## src/rtl/prn_pkg.sv

```systemverilog
// Shared types and constants for the PRN arbiter slice.
// The optional PRN_ARB_STATS_EN build uses STAT_W for its counters.
package prn_pkg;

   typedef enum logic {ST_WARMUP, ST_SERVE} state_t;

   // Matches the lfsr reset value; slice down to the lfsr WIDTH where used.
   localparam logic [63:0] PRN_SEED = '1;

   localparam int STAT_W = 32;

   function automatic int clog2_min1(input int v);
      return (v <= 2) ? 1 : $clog2(v);
   endfunction

endpackage

```

## src/rtl/rr_arbiter.sv

```systemverilog
// Combinational round-robin picker: first eligible index after pointer, wrapping.
// The pointer register is owned by the caller.
module rr_arbiter
   import prn_pkg::*;
#(
   parameter int N = 4,
   localparam int PW = clog2_min1(N)
)
(
   input  logic [N-1:0]  eligible,
   input  logic [PW-1:0] pointer,
   input  logic          enable,
   output logic [N-1:0]  winner,
   output logic          valid
);

   logic [PW-1:0] idx;

   always_comb begin
      winner = '0;
      valid  = 1'b0;
      idx    = '0;
      // k=N revisits the pointer itself last, so a lone requester still wins.
      for (int k = 1; k <= N; k++) begin
         idx = PW'((int'(pointer) + k) % N);
         if (enable && !valid && eligible[idx]) begin
            winner[idx] = 1'b1;
            valid       = 1'b1;
         end
      end
   end

endmodule

```

## src/rtl/prn_arbiter.sv

```systemverilog
// Round-robin sharing of one lfsr PRN stream between NUM_REQ requesters.
// Define PRN_ARB_STATS_EN to add the stat_grants / stat_wait counter outputs.
module prn_arbiter
   import prn_pkg::*;
#(
   parameter int WIDTH         = 16,
   parameter int NUM_REQ       = 4,
   parameter int WARMUP_CYCLES = 8
)
(
   input  logic               clk,
   input  logic               reset,
   input  logic [NUM_REQ-1:0] req,
   input  logic               hold,
   input  logic [WIDTH-1:0]   prn_in,
   output logic               lfsr_enable,
   output logic [NUM_REQ-1:0] gnt,
   output logic [WIDTH-1:0]   prn_out,
   output logic               ready
`ifdef PRN_ARB_STATS_EN
   ,
   output logic [STAT_W-1:0]  stat_grants,
   output logic [STAT_W-1:0]  stat_wait
`endif
);

   localparam int PW = clog2_min1(NUM_REQ);
   localparam int CW = clog2_min1(WARMUP_CYCLES + 1);

   state_t             state_reg;
   logic [CW-1:0]      warm_cnt_reg;
   logic [PW-1:0]      ptr_reg;
   logic [NUM_REQ-1:0] gnt_reg;
   logic [WIDTH-1:0]   prn_reg;

   logic [NUM_REQ-1:0] eligible;
   logic [NUM_REQ-1:0] winner;
   logic               win_valid;
   logic               arb_en;
   logic [PW-1:0]      win_idx;

   // Masking the live grant stops a requester that has not yet dropped req from winning twice.
   assign eligible = req & ~gnt_reg;
   assign arb_en   = !reset && (state_reg == ST_SERVE) && !hold;

   rr_arbiter #(.N(NUM_REQ)) u_rr (
      .eligible (eligible),
      .pointer  (ptr_reg),
      .enable   (arb_en),
      .winner   (winner),
      .valid    (win_valid)
   );

   always_comb begin
      win_idx = ptr_reg;
      for (int i = 0; i < NUM_REQ; i++) begin
         if (winner[i]) begin
            win_idx = PW'(i);
         end
      end
   end

   assign lfsr_enable = !reset &&
                        (((state_reg == ST_WARMUP) && (warm_cnt_reg != '0)) || win_valid);

   always_ff @(posedge clk) begin
      if (reset) begin
         state_reg    <= ST_WARMUP;
         warm_cnt_reg <= CW'(WARMUP_CYCLES);
         ptr_reg      <= PW'(NUM_REQ - 1);
         gnt_reg      <= '0;
         prn_reg      <= '0;
      end else begin
         gnt_reg <= '0;
         case (state_reg)
            ST_WARMUP: begin
               if (warm_cnt_reg != '0) begin
                  warm_cnt_reg <= warm_cnt_reg - CW'(1);
               end
               // Leave on the last stepping cycle, or at once when no warmup is configured.
               if (warm_cnt_reg <= CW'(1)) begin
                  state_reg <= ST_SERVE;
               end
            end
            ST_SERVE: begin
               if (win_valid) begin
                  gnt_reg <= winner;
                  prn_reg <= prn_in;
                  ptr_reg <= win_idx;
               end
            end
            default: state_reg <= ST_WARMUP;
         endcase
      end
   end

   assign gnt     = gnt_reg;
   assign prn_out = prn_reg;
   assign ready   = (state_reg == ST_SERVE);

`ifdef PRN_ARB_STATS_EN
   logic [STAT_W-1:0] stat_grants_reg;
   logic [STAT_W-1:0] stat_wait_reg;

   // With a work-conserving picker, stat_wait only moves if a cycle has eligible requesters but no winner.
   always_ff @(posedge clk) begin
      if (reset) begin
         stat_grants_reg <= '0;
         stat_wait_reg   <= '0;
      end else begin
         if (win_valid) begin
            stat_grants_reg <= stat_grants_reg + STAT_W'(1);
         end
         if ((state_reg == ST_SERVE) && (|eligible) && !hold && !win_valid &&
             (stat_wait_reg != '1)) begin
            stat_wait_reg <= stat_wait_reg + STAT_W'(1);
         end
      end
   end

   assign stat_grants = stat_grants_reg;
   assign stat_wait   = stat_wait_reg;
`endif

endmodule

```

## config.mk

```make
export PLATFORM = sky130hd
export DESIGN_NAME = prn_arbiter
export DESIGN_NICKNAME = d
export VERILOG_FILES = /design/src/rtl/prn_pkg.sv /design/src/rtl/rr_arbiter.sv /design/src/rtl/prn_arbiter.sv
export SDC_FILE = /design/constraint.sdc
export NUM_CORES = 1
export LEC_CHECK = 0
export ABC_AREA = 1
export CAP_MARGIN = 30
export CORE_UTILIZATION = 42
export CTS_CLUSTER_SIZE = 16
export DETAILED_ROUTE_END_ITERATION = 8
export HOLD_SLACK_MARGIN = 0.08
export PLACE_DENSITY = 0.75
export SLEW_MARGIN = 15
export SYNTH_ARGS = -nofsm -noshare
export SYNTH_HDL_FRONTEND = slang
export SYNTH_HIERARCHICAL = 1
export SYNTH_SLANG_ARGS = --single-unit
```

## constraint.sdc

```tcl
create_clock -name clk -period 2.1 [get_ports clk]
set_input_delay 0.42 -clock clk [delete_from_list [all_inputs] [get_ports clk]]
set_output_delay 0.42 -clock clk [all_outputs]
set_load 0.03 [all_outputs]
```

==> impl_metrics.ini, run 1 <==
[synth]
synth_ff_type = dfxtp_1
synth-edff-count = 0
synth_area_leader_cell = dfxtp_1
syn-num-nets = 266
synthArstFlopShare_pct = 0
ys_seq_area_share_pct = 34.89
avgSynthCellArea_sq_um = 6.648
synth_cells = 233
syn_area_sq_mm = 0.001549
ys_ff_latch = 27
post_synth_num_cell_types = 22
synth_warnings = 6
yosys-top-cells-area = dfxtp_1 35%, nor2_1 14%, nand2_1 10%, ha_1 8.1%, nand3_1 6.8%
netlist.area_leader.share_pct = 34.89

[critical_path]
crit_slowest_cell = dfxtp_4
path_max_fanout = 3
cp.buffers_inverters = 3
critical_path.top_delay_family = simple AND/OR/NAND/NOR gates
cp.arrival_ps = 1790
critPathRequiredTime_ps = 1680
path_common_cell = nor2_4
slowest_delay_ps = 360
crit_path_start_kind = flip-flop
ff2ff_setup_slack_ps = -90
setup.worst_path.end_class = output pin
timing_worst_setup_path_type = flip-flop to output pin
path_cells = inv_2, ha_4, buf_6, nand3_4, nand3_4, nand2_4, nor2_4, nand2_1, nand2_2, nor2_4, nor2_4, buf_6

[layout]
insertedDiodeCount = 0
fillCellCount = 289
nets = 351
largest_reg_flops = 16
layout.cells.non_filler = 363
drive_above_1_share_pct = 28.08
area_growth_syn_to_layout_pct = 60.90

[global_route]
grt_pass1_wl_mm = 6.934
antenna_found_initial = 0
grt_pass1_vias = 1638
grt_max_degree = 23
grt_use_total_pct = 21.57
grt_remaining_overflow = 0

[power_and_ir_drop]
powerDensity_mw_per_mm2 = 638.0
leakage_nw = 1.160
ir_worst_vdd_mv = 0.5278

[placement]
place.gp.congestion = 0.8582
place_inst = 347
port-buffer-count = 44
hpwl_mm = 2.763
pre_cts_slack_ps = -847.5

[drt]
avgViaCountPerCell = 4.824
drc = 0
vias = 1751
postRouteAntennaNets = 0
drt_iter0_markers = 64
first_pass_iters = 4
wl_mm = 4.142
wire_per_inst_um = 11.41

[floorplan]
die_h_um = 62.73
initial_core_util_pct = 45.00
num_rows = 21
dieWidth_um = 62.73
coreArea_sq_mm = 0.003442
die-area_sq_mm = 0.003935
io_pins = 45

[clock_network]
clockBufferDepth = 2
clock_latency_ps = 270
clk_pin_slew_ps = 90
cts_htree_levels = 1
cts_root_buf = clkbuf_8
numCtsBuffers = 3
tritoncts = built
clkSinkCount = 27

[timing]
setup_viol = 4
period_minus_slack_ps = 2210
fin_skew_ps = 5.930
fmaxAchievable_ghz = 0.4525
setup_slack_ps = -110.0
worst_pin_slew_ps = 327.7
finalCritPeriodShare_pct = 105.2
rsz0062_at_grt = yes
hold_viol_final = 0
final-max-slew-violation-count = 0
max_slew_margin_pct = 78.09
holdWs_ps = 485.7
fin_setup_tns_ps = -287.1

[run_status]
status = finished, violations left
violations = negative setup slack

[run]
maxCapViolCount = 0

[hold_path]
min-delay-path-class = flip-flop to flip-flop
-- metal layers --
layer / GRT usage [%] / vias up / wire length, um
met5: 0 / - / 0
met4: 7.849 / 0 / 144
met3: 4.562 / 15 / 239
met2: 38.86 / 62 / 2070
met1: 24.80 / 778 / 1687
li1: - / 896 / -
-- logic make-up (layout without fill, tap and decap cells) --
logic type | count (synthesis) | after routing | share of synthesized area, %
and+or+nand+nor | 140 | 140 | 40.06
buffers and inverters | 35 | 119 | 9.935
adders and majority gates | 10 | 10 | 8.078
DFF | 27 | 27 | 34.90
AOI/OAI and AO/OA | 21 | 21 | 7.027
-- per-stage QoR --
step | utilization, % | cell area (sq um) | total power, mW
5_1_grt | 72.41 | 2492 | 1.695
2_1_floorplan | - | 1563 | 0.9959
3_5_place_dp | 65.10 | 2241 | 1.239
3_3_place_gp | 65.10 | 2241 | 1.223
4_1_cts | 71.54 | 2462 | 1.589
6_report | 72.41 | 2492 | 1.590
-- tightest hold or removal path: cells and delay by family, from the launching register on --
kind | cells | cell delay (ps)
flip-flops | 1 | 330
AND/OR/NAND/NOR | 2 | 130
-- what timing repair did --
item | 4_1_cts | 5_1_grt
pin swaps | 26 | 13
gates resized for setup | 33 | 12
hold buffers | 0 | 0
setup endpoints to repair | 3 | 12
setup buffers | 14 | 0
-- cells in the mapped netlist (2+ instances only) --
library cell,n
nor2_1,57
nand2_1,42
dfxtp_1,27
inv_1,25
nand3_1,21
o21ai_0,18
ha_1,10
nand2_2,7
inv_2,4
nand3_2,4
nand4_1,4
buf_2,2
buf_6,2
nor2_2,2
-- placed cells by master (no fill, tap or decap), types with 2 or more instances in the layout --
cell,count
nor2_1,49
buf_4,41
nand2_1,37
clkdlybuf4s50_1,37
dfxtp_1,24
inv_1,22
nand3_1,19
o21ai_0,16
nand2_2,9
ha_1,9
nor2_2,7
inv_2,6
dlygate4sd2_1,6
nor2_4,4
nand3_4,4
nand4_1,4
o21ai_1,3
clkbuf_8,3
nand2_4,3
buf_6,2
dfxtp_2,2
nand3_2,2
-- final cells by class --
type	count	area, sq um	share of cell area, %
Clock buffer	3	41.29	1.657
Clock inverter	1	7.507	0.3012
Inverter	29	111.4	4.468
Multi-Input combinational cell	171	974.7	39.11
Sequential cell	27	546.8	21.94
Tap cell	46	57.56	2.309
Timing Repair Buffer	86	753.2	30.22
-- power by group --
group	switching, mW	internal, mW
logic	0.364	0.321
registers	0.0436	0.567
clock network	0.160	0.135
total	0.568	1.02
-- final timing paths --
check                           cells after the start        start           to
worst min register to register                      2  prn_out[10]  prn_out[10]
worst max-delay path                               12   ptr_reg[0]  lfsr_enable
worst max register to register                     18   ptr_reg[0]   ptr_reg[1]
worst min-delay path                                2  prn_out[10]  prn_out[10]
Power figures use the tool's default switching activity.
==> run 2, diff against run 1 <==
Settings changed: CELL_PAD_IN_SITES_DETAIL_PLACEMENT from default to 2, CELL_PAD_IN_SITES_GLOBAL_PLACEMENT from default to 2, CORE_UTILIZATION 42 to 23, PLACE_DENSITY 0.75 to default, PLACE_DENSITY_LB_ADDON from default to 0.1, SLEW_MARGIN 15 to default, SYNTH_HIERARCHICAL 1 to default.
==> run 2 against run 1 <==
Net effect:
- the flow still finishes with violations (negative setup slack)
- global-route usage down 6.3 points
- largest power group unchanged
- fmax grew 4.1%
- critical path depth down 1
==> impl_metrics.ini, run 2 <==
[run_status]
status = finished, violations left
violations = negative setup slack

[clock_network]
clockBufferDepth = 2
numCtsBuffers = 3
cts_root_buf = clkbuf_8
tritoncts = built
clk_pin_slew_ps = 100
clock_latency_ps = 280
clkSinkCount = 27
cts_htree_levels = 1

[synth]
yosys-top-cells-area = dfxtp_1 37%, nor2_1 12%, ha_1 7.7%, nand3_1 6.5%, nand2_1 6.4%
netlist.area_leader.share_pct = 36.73
synthArstFlopShare_pct = 0
synth-edff-count = 0
synth_common_cells = 46 x nor2_1, 27 x dfxtp_1, 25 x nand2_1
synth_area_leader_cell = dfxtp_1
avgSynthCellArea_sq_um = 7.546
ys_ff_latch = 27
post_synth_num_cell_types = 22
synth_ff_type = dfxtp_1
syn_area_sq_mm = 0.001471
yosysMostFrequentCell = nor2_1
syn-num-nets = 227
synth_warnings = 0
ys_seq_area_share_pct = 36.73
synth_cells = 195

[layout]
insertedDiodeCount = 0
design_area_sq_mm = 0.002366
drive_above_1_share_pct = 27.41
layout.cells.non_filler = 345
layout_commonest_cell = nor2_1
nets = 303
final_cell_mix = 45 x nor2_1, 37 x clkdlybuf4s50_1, 28 x buf_4
area_growth_syn_to_layout_pct = 60.80
final_util_pct = 39.04
fillCellCount = 703
largest_reg_flops = 16
seqCellArea_sq_um = 545.5
multi_input_area_sq_um = 924.6

[drt]
avgViaCountPerCell = 4.493
wire_per_inst_um = 13.67
drc = 0
drt_iter0_markers = 18
vias = 1550
wl_mm = 4.717
first_pass_iters = 3
postRouteAntennaNets = 0

[power_and_ir_drop]
powerDensity_mw_per_mm2 = 933.6
power_frac_comb_pct = 53.2
ir_worst_vdd_mv = 0.3714
seq_power_share_pct = 32.7
pwr-share-clk_pct = 14.1
p_sw_uw = 936.6
switching_share_pct = 42.40
total_power_mw = 2.209
leakage_nw = 1.062
power.internal_mw = 1.272

[critical_path]
crit_path_start_kind = flip-flop
timing_worst_setup_path_type = flip-flop to output pin
cp.buffers_inverters = 5
critical_path.top_delay_family = flip-flops
crit_slowest_cell = dfxtp_4
critPathRequiredTime_ps = 1680
slowest_delay_ps = 380
cp.arrival_ps = 1700
path_max_fanout = 4
path_common_cell = inv_4
regToRegStartpoint = ptr_reg[0]
crit_start = ptr_reg[0]
setup.worst_path.end_class = output pin
path_cells = inv_4, ha_4, inv_4, nand3_2, nand3_4, inv_4, nor2_8, nand2_4, inv_4, a21oi_4, buf_6

[placement]
port-buffer-count = 44
place_inst = 333
hpwl_mm = 3.654
placed_cell_area_sq_mm = 0.002171
place.gp.congestion = 0.7253

[timing]
period_minus_slack_ps = 2123
fmaxAchievable_ghz = 0.4709
final-max-slew-violation-count = 0
hold_viol_final = 0
fin_skew_ps = 5.873
fin_setup_tns_ps = -23.39
rsz0062_at_grt = yes
max_slew_margin_pct = 77.33
worst_pin_slew_ps = 339.0
finalCritPeriodShare_pct = 101.1
setup_viol = 1
setup_slack_ps = -23.39

[global_route]
grt_pass1_vias = 1655
grt_use_total_pct = 15.23
grt_remaining_overflow = 0
antenna_found_initial = 0
grt_pass1_wl_mm = 7.797
grt_max_degree = 19

[floorplan]
io_pins = 45
initial_core_util_pct = 24.28
die-area_sq_mm = 0.006722
coreArea_sq_mm = 0.006061
dieWidth_um = 81.99
num_rows = 28
die_h_um = 81.99

[hold_path]
min-delay-path-class = flip-flop to flip-flop
min_from = warm_cnt_reg[3]

[run]
maxCapViolCount = 0
==> run 2: kinds of logic after synthesis <==
group                    count (synthesis)  share of synthesized area (%)
AND/OR/NAND/NOR                        110                          39.46
flip-flops                              27                          36.73
adder cells (fa/ha/maj)                  9                          7.653
AO/OA/AOI/OAI                           27                          9.184
buffers and inverters                   22                          6.972
==> run 2: layout make-up <==
class                           count  share of cell area [%]
Inverter                           19                   3.649
Clock buffer                        3                   1.745
Multi-Input combinational cell    146                   39.08
Sequential cell                    27                   23.06
Clock inverter                      1                  0.3173
Timing Repair Buffer               74                   28.19
Tap cell                           75                   3.966
==> run 2: worst reg2reg max path, stage by stage, from the launching register on <==
cell and delay [ps]:
dfxtp_4 380, inv_4 40, ha_4 300, inv_4 60
nand3_2 70, nand3_4 90, buf_4 140, buf_4 120
buf_4 130, nor2_4 110, nand2_1 90, nand2_1 70
nor2_1 40, nand2_1 60, nand2_1 50, nor2_1 100
nand2_1 70
==> run 2: repair_timing <==
item	in CTS	in global routing
gates resized for setup	23	5
pin swaps	10	2
hold endpoints to repair	0	0
setup buffers	7	1
endpoints found under the setup margin	1	2
hold buffers	0	0
==> run 2: final timing paths <==
path              slack [ps]         endpoint  cells past startpoint
hold reg to reg          480  warm_cnt_reg[3]                      1
setup reg to reg          90       ptr_reg[0]                     16
hold / removal           480  warm_cnt_reg[3]                      1
setup / recovery         -20      lfsr_enable                     11
==> run 2: layer usage <==
metal | vias up | track usage [%] | routed length, um
met5 | - | 0 | 0
met4 | 0 | 3.684 | 50
met3 | 6 | 4.333 | 257
met2 | 29 | 27.93 | 2389
met1 | 736 | 17.12 | 2020
li1 | 779 | - | -
==> run 2: power groups by stage <==
| stage | registers, mW | clock network (mW) | logic [mW] |
|---|---|---|---|
| after floorplan | 0.894 | 0 | 0.488 |
| final | 0.722 | 0.311 | 1.18 |
| after detailed placement | 0.732 | 0 | 1.10 |
| after global routing | 0.738 | 0.346 | 1.30 |
| after global placement | 0.731 | 0 | 1.08 |
| after CTS | 0.725 | 0.328 | 1.18 |
==> run 2: through the flow <==
stage,setup WS (ps),hold WS [ps]
after global routing,-124.1,520.1
after CTS,-56.71,486.9
after floorplan,18.44,445.4
after global placement,-170.1,462.9
final,-23.39,483.3
after detailed placement,-199.8,469.0
==> run 3, diff against run 2 <==
Clock period 2.1 ns to 1.7 ns, I/O delays scaled along.
==> run 3 against run 2 <==
Net effect:
- the flow still finishes with violations (negative setup slack)
- cell area increased by 1.5%
- register-to-register slack worse by 280 ps
- non-clock buffer count shrank 5
- global-route usage rose by 0.22 points
- sequential share of layout area decreased by 0.18 points
- final cell count shrank 1.4%
- clock skew is essentially flat
- combinational power up 23%
==> impl_metrics.ini, run 3 (same netlist as run 2, synthesis figures left out) <==
[critical_path]
cp.buffers_inverters = 3
timing_worst_setup_path_type = primary input to output pin
setup.worst_path.end_class = output pin
crit_path_start_kind = primary input
critical_path.top_delay_family = buffers and inverters
path_cells = clkdlybuf4s50_1, nand3_2, nand3_2, nand3_4, nand2_4, nor2_8, nand2_4, inv_4, a21oi_4, buf_6
crit_slowest_cell = clkdlybuf4s50_1
cp.arrival_ps = 1690
slowest_delay_ps = 510
critPathRequiredTime_ps = 1360
path_max_fanout = 3

[timing]
setup_slack_ps = -330.9
fmaxAchievable_ghz = 0.4924
fin_skew_ps = 5.889
period_minus_slack_ps = 2031
max_slew_margin_pct = 77.31
setup_viol = 6
hold_viol_final = 0
holdWs_ps = 479.5
final-max-slew-violation-count = 0
finalCritPeriodShare_pct = 119.5
worst_pin_slew_ps = 339.8
rsz0062_at_grt = yes

[placement]
pre_cts_slack_ps = -448.2
hpwl_mm = 3.566
place.gp.congestion = 0.7040
port-buffer-count = 44

[power_and_ir_drop]
power.internal_mw = 1.564
switching_share_pct = 42.80
pwr-share-clk_pct = 13.9
power_frac_comb_pct = 53.1
ir_worst_vdd_mv = 0.4699
powerDensity_mw_per_mm2 = 1139
seq_power_share_pct = 33.0
p_sw_mw = 1.170
leakage_nw = 1.148

[drt]
postRouteAntennaNets = 0
vias = 1505
avgViaCountPerCell = 4.426
drc = 0
drt_iter0_markers = 27
wl_mm = 4.657
first_pass_iters = 3
wire_per_inst_um = 13.70

[clock_network]
cts_root_buf = clkbuf_8
clock_latency_ps = 280
clk_pin_slew_ps = 100
cts_hold_buf = 0
numCtsBuffers = 3
clockBufferDepth = 2
clkSinkCount = 27
cts_htree_levels = 1
tritoncts = built

[floorplan]
die-area_sq_mm = 0.006722
initial_core_util_pct = 24.28
coreArea_sq_mm = 0.006061
io_pins = 45
dieWidth_um = 81.99
num_rows = 28
die_h_um = 81.99

[layout]
final_cell_mix = 39 x nor2_1, 35 x clkdlybuf4s50_1, 24 x dfxtp_1
largest_reg_flops = 16
drive_above_1_share_pct = 31.32
fillCellCount = 714
nets = 298
layout_commonest_cell = nor2_1
area_growth_syn_to_layout_pct = 63.18
insertedDiodeCount = 0

[global_route]
grt_max_degree = 19
grt_use_total_pct = 15.45
grt_remaining_overflow = 0
grt_pass1_wl_mm = 7.817
antenna_found_initial = 0
grt_pass1_vias = 1660

[hold_path]
min-delay-path-class = flip-flop to flip-flop

[run_status]
violations = negative setup slack
status = finished, violations left

[run]
maxCapViolCount = 0
run 3: changes by cell type in the layout (fill, tap and decap cells not counted), moves of 5 or more:
cell            previous run  this run
nor2_1                    45        39
o21ai_0                   16         3
dlymetal6s2s_1             0         5
o21ai_1                    2        15
buf_4                     28        23
run 3: power groups by stage:
stage	logic (mW)	registers, mW	clock network [mW]
floorplan	0.609	1.11	0
global placement	1.34	0.909	0
detailed placement	1.36	0.910	0
CTS	1.44	0.900	0.404
global route	1.60	0.924	0.423
finish	1.45	0.903	0.380
run 3: worst paths after layout:
path              cells after the start             from  slack [ps]              end
hold reg to reg                       2  warm_cnt_reg[0]         480  warm_cnt_reg[0]
setup reg to reg                     15       ptr_reg[0]        -190       ptr_reg[0]
hold / removal                        2  warm_cnt_reg[0]         480  warm_cnt_reg[0]
setup / recovery                     10           req[2]        -330      lfsr_enable
run 3: layout make-up:
cell class / count / area, sq um / area share, %
Multi-Input combinational cell: 146 / 980.9 / 40.85
Timing Repair Buffer: 69 / 645.6 / 26.89
Sequential cell: 27 / 549.3 / 22.88
Tap cell: 75 / 93.84 / 3.908
Inverter: 19 / 86.33 / 3.596
Clock buffer: 4 / 45.04 / 1.876
run 3: routing by layer:
| layer | wire, um | up-vias | track usage, % |
|---|---|---|---|
| met3 | 200 | 5 | 3.333 |
| met1 | 2093 | 704 | 18.68 |
| met5 | 0 | - | 0 |
| li1 | - | 769 | - |
| met2 | 2318 | 27 | 27.27 |
| met4 | 45 | 0 | 4.211 |
run 3: timing repair:
action / 4_1_cts / 5_1_grt
gates resized for setup: 27 / 31
setup buffers: 4 / 1
pin swaps: 11 / 9
setup endpoints to repair: 18 / 27
run 3: tightest hold or removal path: stages (launching register included):
cell and delay [ps]:
dfxtp_2 340, nand2_1 60, a21oi_1 50
run 3: metrics by stage:
step / total power [mW] / setup TNS, ps / std cells / utilization [%] / area (sq um)
floorplan: 1.717 / -240.2 / 195 / - / 1508
global placement: 2.248 / -5758 / 331 / 35.69 / 2163
detailed placement: 2.274 / -6478 / 331 / 35.69 / 2163
CTS: 2.741 / -997.5 / 339 / 38.36 / 2325
global route: 2.942 / -2381 / 340 / 39.62 / 2401
finish: 2.735 / -887.2 / 340 / 39.62 / 2401
